<file path="src/rtl/mopshub_test_sequencer.sv">
`timescale 1ns/1ps
// MOPSHUB system-test phase sequencer.
// Steps the data generator through an optional oscillator trim, then for each
// CAN bus: RX test, end-wait pulse, idle gap, TX test and an optional custom
// message test. Every active phase has a watchdog; a timeout parks the FSM in
// ERR until reset. All outputs are registered decodes of the next state, so
// there is no combinational path from inputs to outputs.
module mopshub_test_sequencer #(
    parameter int N_BUSES        = 2,
    parameter int GAP_CYCLES     = 75,
    parameter int TIMEOUT_CYCLES = 200000
) (
    input  logic       clk_40_m,
    input  logic       rst,
    input  logic       start,
    input  logic       trim_en,
    input  logic       adv_en,
    input  logic       trim_done,
    input  logic       test_rx_end,
    input  logic       test_tx_end,
    input  logic       costum_msg_end,
    output logic       osc_auto_trim,
    output logic       test_rx,
    output logic       test_tx,
    output logic       test_advanced,
    output logic       endwait_all,
    output logic [4:0] bus_sel,
    output logic       busy,
    output logic       done,
    output logic       error,
    output logic [3:0] phase
);

    typedef enum logic [3:0] {
        S_IDLE    = 4'd0,
        S_TRIM    = 4'd1,
        S_RX      = 4'd2,
        S_ENDWAIT = 4'd3,
        S_GAP     = 4'd4,
        S_TX      = 4'd5,
        S_ADV     = 4'd6,
        S_DONE    = 4'd7,
        S_ERR     = 4'd8
    } state_t;

    localparam logic [4:0]  N_BUS        = 5'(N_BUSES);
    localparam logic [15:0] GAP_LAST     = 16'(GAP_CYCLES - 1);
    localparam logic [31:0] TIMEOUT_LAST = 32'(TIMEOUT_CYCLES - 1);
    localparam bit          HAS_GAP      = (GAP_CYCLES > 0);

    state_t      state_q, state_d;
    logic [4:0]  bus_q, bus_d;
    logic [31:0] timer_q, timer_d;
    logic        timeout;

    logic        osc_auto_trim_q, osc_auto_trim_d;
    logic        test_rx_q, test_rx_d;
    logic        test_tx_q, test_tx_d;
    logic        test_advanced_q, test_advanced_d;
    logic        endwait_all_q, endwait_all_d;
    logic [4:0]  bus_sel_q, bus_sel_d;
    logic        busy_q, busy_d;
    logic        done_q, done_d;
    logic        error_q, error_d;
    logic [3:0]  phase_q, phase_d;

    // Next-state, bus counter and watchdog/gap timer update.
    always_comb begin
        state_d = state_q;
        bus_d   = bus_q;
        timer_d = timer_q + 32'd1;
        timeout = (timer_q == TIMEOUT_LAST);
        case (state_q)
            S_IDLE: begin
                timer_d = '0;
                bus_d   = '0;
                if (start) begin
                    if (trim_en) begin
                        state_d = S_TRIM;
                    end else begin
                        state_d = S_RX;
                        bus_d   = 5'd1;
                    end
                end
            end
            S_TRIM: begin
                if (trim_done) begin
                    state_d = S_RX;
                    bus_d   = 5'd1;
                end else if (timeout) begin
                    state_d = S_ERR;
                end
            end
            S_RX: begin
                if (test_rx_end) begin
                    state_d = S_ENDWAIT;
                end else if (timeout) begin
                    state_d = S_ERR;
                end
            end
            S_ENDWAIT: begin
                timer_d = '0;
                state_d = HAS_GAP ? S_GAP : S_TX;
            end
            S_GAP: begin
                if (timer_q[15:0] == GAP_LAST) begin
                    state_d = S_TX;
                end
            end
            S_TX: begin
                if (test_tx_end) begin
                    if (adv_en) begin
                        state_d = S_ADV;
                    end else if (bus_q < N_BUS) begin
                        state_d = S_RX;
                        bus_d   = bus_q + 5'd1;
                    end else begin
                        state_d = S_DONE;
                    end
                end else if (timeout) begin
                    state_d = S_ERR;
                end
            end
            S_ADV: begin
                if (costum_msg_end) begin
                    if (bus_q < N_BUS) begin
                        state_d = S_RX;
                        bus_d   = bus_q + 5'd1;
                    end else begin
                        state_d = S_DONE;
                    end
                end else if (timeout) begin
                    state_d = S_ERR;
                end
            end
            S_DONE: begin
                timer_d = '0;
                bus_d   = '0;
                state_d = S_IDLE;
            end
            S_ERR: begin
                timer_d = '0;
                bus_d   = '0;
            end
            default: begin
                timer_d = '0;
                bus_d   = '0;
                state_d = S_ERR;
            end
        endcase
        if (state_d != state_q) begin
            timer_d = '0;
        end
    end

    // Output decode of the upcoming state so outputs change together with it.
    always_comb begin
        osc_auto_trim_d = (state_d == S_TRIM);
        test_rx_d       = (state_d == S_RX);
        test_tx_d       = (state_d == S_TX);
        test_advanced_d = (state_d == S_ADV);
        endwait_all_d   = (state_d == S_ENDWAIT);
        done_d          = (state_d == S_DONE);
        error_d         = (state_d == S_ERR);
        busy_d          = !(state_d inside {S_IDLE, S_DONE, S_ERR});
        bus_sel_d       = busy_d ? bus_d : 5'd0;
        phase_d         = state_d;
    end

    // State, counters and registered outputs; synchronous active-low reset.
    always_ff @(posedge clk_40_m) begin
        if (!rst) begin
            state_q         <= S_IDLE;
            bus_q           <= '0;
            timer_q         <= '0;
            osc_auto_trim_q <= 1'b0;
            test_rx_q       <= 1'b0;
            test_tx_q       <= 1'b0;
            test_advanced_q <= 1'b0;
            endwait_all_q   <= 1'b0;
            bus_sel_q       <= '0;
            busy_q          <= 1'b0;
            done_q          <= 1'b0;
            error_q         <= 1'b0;
            phase_q         <= '0;
        end else begin
            state_q         <= state_d;
            bus_q           <= bus_d;
            timer_q         <= timer_d;
            osc_auto_trim_q <= osc_auto_trim_d;
            test_rx_q       <= test_rx_d;
            test_tx_q       <= test_tx_d;
            test_advanced_q <= test_advanced_d;
            endwait_all_q   <= endwait_all_d;
            bus_sel_q       <= bus_sel_d;
            busy_q          <= busy_d;
            done_q          <= done_d;
            error_q         <= error_d;
            phase_q         <= phase_d;
        end
    end

    assign osc_auto_trim = osc_auto_trim_q;
    assign test_rx       = test_rx_q;
    assign test_tx       = test_tx_q;
    assign test_advanced = test_advanced_q;
    assign endwait_all   = endwait_all_q;
    assign bus_sel       = bus_sel_q;
    assign busy          = busy_q;
    assign done          = done_q;
    assign error         = error_q;
    assign phase         = phase_q;

endmodule

</file>
<file path="config.mk">
export PLATFORM = sky130hd
export DESIGN_NAME = mopshub_test_sequencer
export DESIGN_NICKNAME = d
export VERILOG_FILES = /design/src/rtl/mopshub_test_sequencer.sv
export SDC_FILE = /design/constraint.sdc
export NUM_CORES = 1
export LEC_CHECK = 0
export BUFFER_PORTS_ARGS = -buffer_cell sky130_fd_sc_hd__buf_2
export CORE_MARGIN = 4
export CORE_UTILIZATION = 40
export DETAILED_ROUTE_END_ITERATION = 6
export MAX_ROUTING_LAYER = met4
export PLACE_DENSITY = 0.56
export RECOVER_POWER = 100
export SLEW_MARGIN = 40
export SYNTH_ARGS = -nofsm -noshare
export SYNTH_HDL_FRONTEND = slang
export SYNTH_SLANG_ARGS = --single-unit
</file>
<file path="constraint.sdc">
create_clock -name clk_40_m -period 2.9 [get_ports clk_40_m]
set_input_delay 0.29 -clock clk_40_m [delete_from_list [all_inputs] [get_ports clk_40_m]]
set_output_delay 0.29 -clock clk_40_m [all_outputs]
set_load 0.02 [all_outputs]
</file>
==> flow_metrics.py, run 1 <==
metrics = {
    "floorplan": {
        "rows": 28,
        "core_area_sq_mm": 0.006026,
        "io_pins": 26,
        "initial_core_util_pct": 41.99,
        "die_x_microns": 87.53,
        "die_height_microns": 87.53,
        "die-area_sq_mm": 0.007662,
    },
    "routing": {
        "avgRoutedWirePerCell_microns": 14.05,
        "drtAntennaViolNets": 0,
        "wl_microns": 5410,
        "drc": 0,
        "first_iter_violations": 196,
        "dr.pass1.iters": 4,
        "vias_per_cell": 5.460,
        "vias": 2102,
    },
    "sta": {
        "finalSetupViolations": 0,
        "finClkSkew_ps": 4.104,
        "tightest_slew_ps": 584.4,
        "rsz0062_at_grt": "no",
        "timing.slew.headroom_pct": 60.99,
        "drv_slew": 0,
        "finalHoldViolCount": 0,
        "max_freq_mhz": 402.4,
        "worst_slack_ps": 414.7,
        "holdWs_ps": 324.3,
        "period_needed_ps": 2485,
        "tns_ps": 0,
        "fin_crit_sh_pct": 85.70,
    },
    "clock_network": {
        "cts_made_buffers": 5,
        "cts_tree": "built",
        "h-tree-depth": 2,
        "post_cts_buffers": 0,
        "cts-resized-gates": 0,
        "clk_pin_slew_worst_paths_ps": 90,
        "clock_latency_ps": 300,
        "ctsRootBufferMaster": "clkbuf_8",
        "holdBufCountCts": 0,
        "clockBufferDepth": 2,
        "cts.sinks": 54,
    },
    "layout": {
        "ff_latch_area_sq_mm": 0.001081,
        "drive_above_1_share_pct": 7.742,
        "finalNonFillerCells": 385,
        "syn_to_final_growth_pct": 10.09,
        "fill_cells": 627,
        "multi_input_area_sq_mm": 0.001350,
        "final_area_sq_mm": 0.002785,
        "post-route-util_pct": 46.22,
        "final_nets": 321,
        "num_antenna_cells": 0,
    },
    "power_and_ir_drop": {
        "p_leak_nw": 0.9691,
        "power-per-cell-area_mw_per_mm2": 516.0,
        "peakVddDrop_uv": 283.7,
        "finalPower_mw": 1.437,
    },
    "hold_path": {
        "min_from": "rst",
        "hold_path_end": "bus_q[0]",
        "hold_depth": 2,
        "hp-class": "primary input to flip-flop",
    },
    "logic_synthesis": {
        "ys_ff_latch": 54,
        "synth.largest_area_cell": "dfxtp_1",
        "synth_common_cells": "dfxtp_1 (54), nor2_1 (35), xor2_1 (21)",
        "seq_area_frac_synth_pct": 42.73,
        "syn-num-nets": 292,
        "synthArstFlopShare_pct": 0,
        "synth_area_leaders": "dfxtp_1 (43%), xor2_1 (7.3%), nor2_1 (5.2%)",
        "postSynthCellCount": 280,
        "synth_area_sq_mm": 0.002530,
        "yosysUniqueCellTypes": 51,
        "yosys.area.top_type_share_pct": 42.73,
        "synthFlopType": "dfxtp_1",
        "ys_warn_count": 0,
        "syn_area_per_cell_sq_um": 9.035,
        "synth-edff-count": 0,
        "synth.most_common_cell": "dfxtp_1",
    },
    "worst_setup_path": {
        "cp-end-kind": "flip-flop",
        "r2r.worst_path.cells": 7,
        "worstSetupPathType": "flip-flop to flip-flop",
        "critical_path_required_ps": 3140,
        "r2r-start": "phase[0]",
        "r2r_end": "timer_q[21]",
        "setup.worst_path.start_class": "flip-flop",
        "crit_fanout": 32,
        "r2r_slack_ps": 410,
        "cp.arrival_ps": 2730,
    },
    "run_status": {
        "status": "finished, final reports clean",
    },
    "placement": {
        "post_dp_cell_area_sq_mm": 0.002739,
        "place_congestion": 0.8693,
        "pre_cts_ws_ps": 559.7,
        "placedCellCount": 377,
        "dp_hpwl_microns": 3961,
        "port_buffers": 25,
    },
    "global_routing": {
        "grt_max_degree": 33,
        "grt_use_total_pct": 15.34,
        "grt_pass1_wl_microns": 9059,
        "grt_pass1_vias": 1901,
        "overflow": 0,
        "antenna_found_initial": 0,
    },
    "job": {
        "drv_cap": 0,
    },
}
-- worst max-delay path, cell delays in order (launching register included) --
cell and delay (ps):
dfxtp_1 620, and3b_1 260, o211a_2 300, a41o_1 210
a311oi_1 420, o2111ai_1 250, buf_12 240, nor2_1 110
-- worst max path at each step --
| stage | start | to | slack [ps] | cells after the start |
|---|---|---|---|---|
| after floorplan | timer_q[0] | bus_sel[0] | 690 | 7 |
| after global placement | timer_q[0] | bus_sel[1] | 560 | 7 |
| after detailed placement | timer_q[0] | bus_sel[0] | 560 | 7 |
| after CTS | timer_q[0] | bus_sel[0] | 540 | 7 |
| after global routing | phase[0] | timer_q[2] | 200 | 7 |
| final | phase[0] | timer_q[21] | 410 | 7 |
-- sequential cells by signal (all words and copies together) (netlist names), 4 cells and up --
register	cells
bus_q	5
bus_sel	5
phase	4
timer_q	32
-- per-layer routing --
layer / up-vias / share of wire, % / track usage, %
li1: 1059 / - / -
met1: 993 / 49 / 20.58
met2: 48 / 46 / 23.42
met3: 2 / 4.9 / 2.822
met4: 0 / 0.54 / 4.742
met5: - / 0 / -
-- kinds of logic (layout without fill, tap and decap cells) --
group	count (synthesis)	in the layout	share of synthesized area [%]
AND/OR/NAND/NOR	150	150	32.49
AO/OA/AOI/OAI	31	31	9.743
flip-flops	54	54	42.73
multiplexers	1	1	0.4451
buffers and inverters	10	40	2.374
XOR/XNOR	31	31	10.73
adder cells (fa/ha/maj)	3	3	1.484
-- power by group --
group          switching (mW)  internal [mW]  total (mW)
Clock                   0.237          0.258       0.495
Combinational           0.103         0.0628       0.166
Sequential             0.0200          0.757       0.777
-- layout by cell type, fill, tap and decap left out, types with 2 or more instances in the layout --
cell	n
dfxtp_1	54
nor2_1	43
xor2_1	21
nand2_1	19
clkbuf_1	19
nand3_1	16
nor3_1	11
and3_1	10
xnor2_1	10
nor2b_1	9
buf_2	8
nor4_1	7
nand2b_1	7
a21oi_1	5
clkbuf_8	5
inv_1	4
o22ai_1	4
nand4_1	4
nor3b_1	4
a32oi_1	3
and2_0	3
ha_1	3
and3b_1	2
nor4bb_1	2
nor4b_1	2
a311oi_1	2
a311o_1	2
nor2_2	2
a31oi_1	2
o211ai_1	2
o21ai_0	2
-- cell type report --
cell class | instances | share of cell area, %
Inverter | 4 | 0.5391
Tap cell | 75 | 3.369
Multi-Input combinational cell | 216 | 48.47
Timing Repair Buffer | 28 | 4.852
Sequential cell | 54 | 38.81
Clock buffer | 6 | 2.606
Clock inverter | 2 | 1.348
Note: power is estimated with default switching activity, not from simulation.
==> run 2, diff against run 1 <==
--- a/config.mk
+++ b/config.mk
@@ -7,10 +7,9 @@
 export LEC_CHECK = 0
 export BUFFER_PORTS_ARGS = -buffer_cell sky130_fd_sc_hd__buf_2
 export CORE_MARGIN = 4
-export CORE_UTILIZATION = 40
+export CORE_UTILIZATION = 28
 export DETAILED_ROUTE_END_ITERATION = 6
-export MAX_ROUTING_LAYER = met4
-export PLACE_DENSITY = 0.56
+export PLACE_DENSITY = 0.42
 export RECOVER_POWER = 100
 export SLEW_MARGIN = 40
 export SYNTH_ARGS = -nofsm -noshare
==> run 2 against run 1 <==
Against the previous run: fmax is 3.8% higher; final cell count is 8.8% higher; total power is 2.4% lower; global-route usage is 3.7 points lower; sequential power is 0.8% lower; non-clock buffer count is 1 higher; largest power group unchanged; register-to-register slack better by 90 ps.
==> flow_metrics.py, run 2 (synthesized netlist as in run 1, its figures left out) <==
metrics = {
    "global_routing": {
        "grt_use_total_pct": 11.61,
        "grt_pass1_vias": 1921,
        "antenna_found_initial": 0,
        "grt_max_degree": 33,
        "grt_pass1_wl_microns": 9639,
        "overflow": 0,
    },
    "worst_setup_path": {
        "cp-end-kind": "flip-flop",
        "critical_path_required_ps": 3100,
        "crit_fanout": 6,
        "crit_chain": "ha_1, and4_1, nand2_1, nor4_1, a21oi_1, and4bb_1, nor3_1",
        "r2r_end": "bus_sel[0]",
        "r2r-start": "timer_q[0]",
        "setup.worst_path.start_class": "flip-flop",
        "slowest_delay_ps": 550,
        "cp.arrival_ps": 2590,
        "worstSetupPathType": "flip-flop to flip-flop",
        "r2r.worst_path.cells": 7,
        "slowest_stage": "nor4_1",
        "r2r_slack_ps": 510,
    },
    "power_and_ir_drop": {
        "peakVddDrop_uv": 153.4,
        "p_leak_nw": 0.9741,
        "power-per-cell-area_mw_per_mm2": 494.4,
        "finalPower_mw": 1.403,
    },
    "routing": {
        "drtAntennaViolNets": 0,
        "first_iter_violations": 59,
        "dr.pass1.iters": 4,
        "vias": 2038,
        "wl_microns": 5809,
        "drc": 0,
        "avgRoutedWirePerCell_microns": 13.86,
        "vias_per_cell": 4.864,
    },
    "sta": {
        "tns_ps": 0,
        "max_freq_mhz": 417.8,
        "drv_slew": 0,
        "period_needed_ps": 2394,
        "timing.slew.headroom_pct": 56.92,
        "worst_slack_ps": 506.3,
        "tightest_slew_ps": 645.3,
        "finalSetupViolations": 0,
        "fin_crit_sh_pct": 82.54,
        "rsz0062_at_grt": "no",
        "finClkSkew_ps": 10.55,
        "holdWs_ps": 313.3,
        "finalHoldViolCount": 0,
    },
    "layout": {
        "final_nets": 322,
        "regMostFlops": "timer_q",
        "largest_reg_flops": 32,
        "layout_common_cells": "dfxtp_1 (54), nor2_1 (42), xor2_1 (21)",
        "drive_above_1_share_pct": 9.325,
        "num_antenna_cells": 0,
        "syn_to_final_growth_pct": 12.17,
        "mostFrequentLayoutCell": "dfxtp_1",
        "finalNonFillerCells": 419,
    },
    "clock_network": {
        "h-tree-depth": 2,
        "cts.sinks": 54,
        "clockBufferDepth": 2,
        "cts-resized-gates": 0,
        "clk_pin_slew_worst_paths_ps": 100,
        "post_cts_buffers": 0,
        "ctsRootBufferMaster": "clkbuf_8",
        "cts_tree": "built",
        "cts_made_buffers": 5,
        "holdBufCountCts": 0,
        "clock_latency_ps": 310,
    },
    "placement": {
        "dp_hpwl_microns": 4289,
        "pre_cts_ws_ps": 512.5,
        "port_buffers": 25,
        "place_congestion": 0.7972,
        "placedCellCount": 411,
    },
    "floorplan": {
        "initial_core_util_pct": 28.87,
        "die-area_sq_mm": 0.01062,
        "io_pins": 26,
        "die_x_microns": 103.1,
        "core_area_sq_mm": 0.008763,
        "die_height_microns": 103.1,
        "rows": 34,
    },
    "hold_path": {
        "min_from": "rst",
        "hold_path_end": "bus_q[2]",
        "hp-class": "primary input to flip-flop",
        "hold_depth": 2,
    },
    "job": {
        "drv_cap": 0,
    },
    "run_status": {
        "status": "finished, final reports clean",
    },
}
run 2: worst max-delay path, delay by kind of cell, from the launching register on:
kind,cells,cell delay (ps)
simple gates,5,1450
flops,1,400
fa+ha+maj,1,230
compound gates,1,200
run 2: metal layers:
layer  global-route usage, %  wire (microns)
met1                   16.59            2984
met2                   17.32            2621
met3                   2.706             144
met4                   3.486              58
met5                       0               0
run 2: area by class of cell:
| cell class | instances | area [sq um] |
|---|---|---|
| Clock inverter | 2 | 16.27 |
| Multi-Input combinational cell | 216 | 1365 |
| Fill cell | 967 | 5926 |
| Sequential cell | 54 | 1081 |
| Tap cell | 108 | 135.1 |
| Clock buffer | 6 | 82.58 |
| Inverter | 4 | 15.01 |
| Timing Repair Buffer | 29 | 142.6 |
run 2: report_power, final:
group          switching [mW]  internal (mW)  leakage, nW
Combinational           0.112         0.0666        0.490
Sequential             0.0144          0.757        0.436
Clock                   0.256          0.197       0.0478
run 2: worst max path at each step:
stage	slack [ps]	to	from	cells past startpoint
6_report	510	bus_sel[0]	timer_q[0]	7
5_1_grt	230	bus_sel[2]	timer_q[0]	7
4_1_cts	500	bus_sel[0]	timer_q[0]	7
3_5_place_dp	510	bus_sel[0]	timer_q[0]	7
3_3_place_gp	570	bus_sel[0]	timer_q[0]	7
2_1_floorplan	690	bus_sel[0]	timer_q[0]	7
run 2: per-stage QoR:
step                      utilization (%)  cell area, sq um
after floorplan                         -              2530
after global placement              31.81              2788
after detailed placement            31.81              2788
after CTS                           32.94              2887
after global routing                32.38              2838
final                               32.38              2838
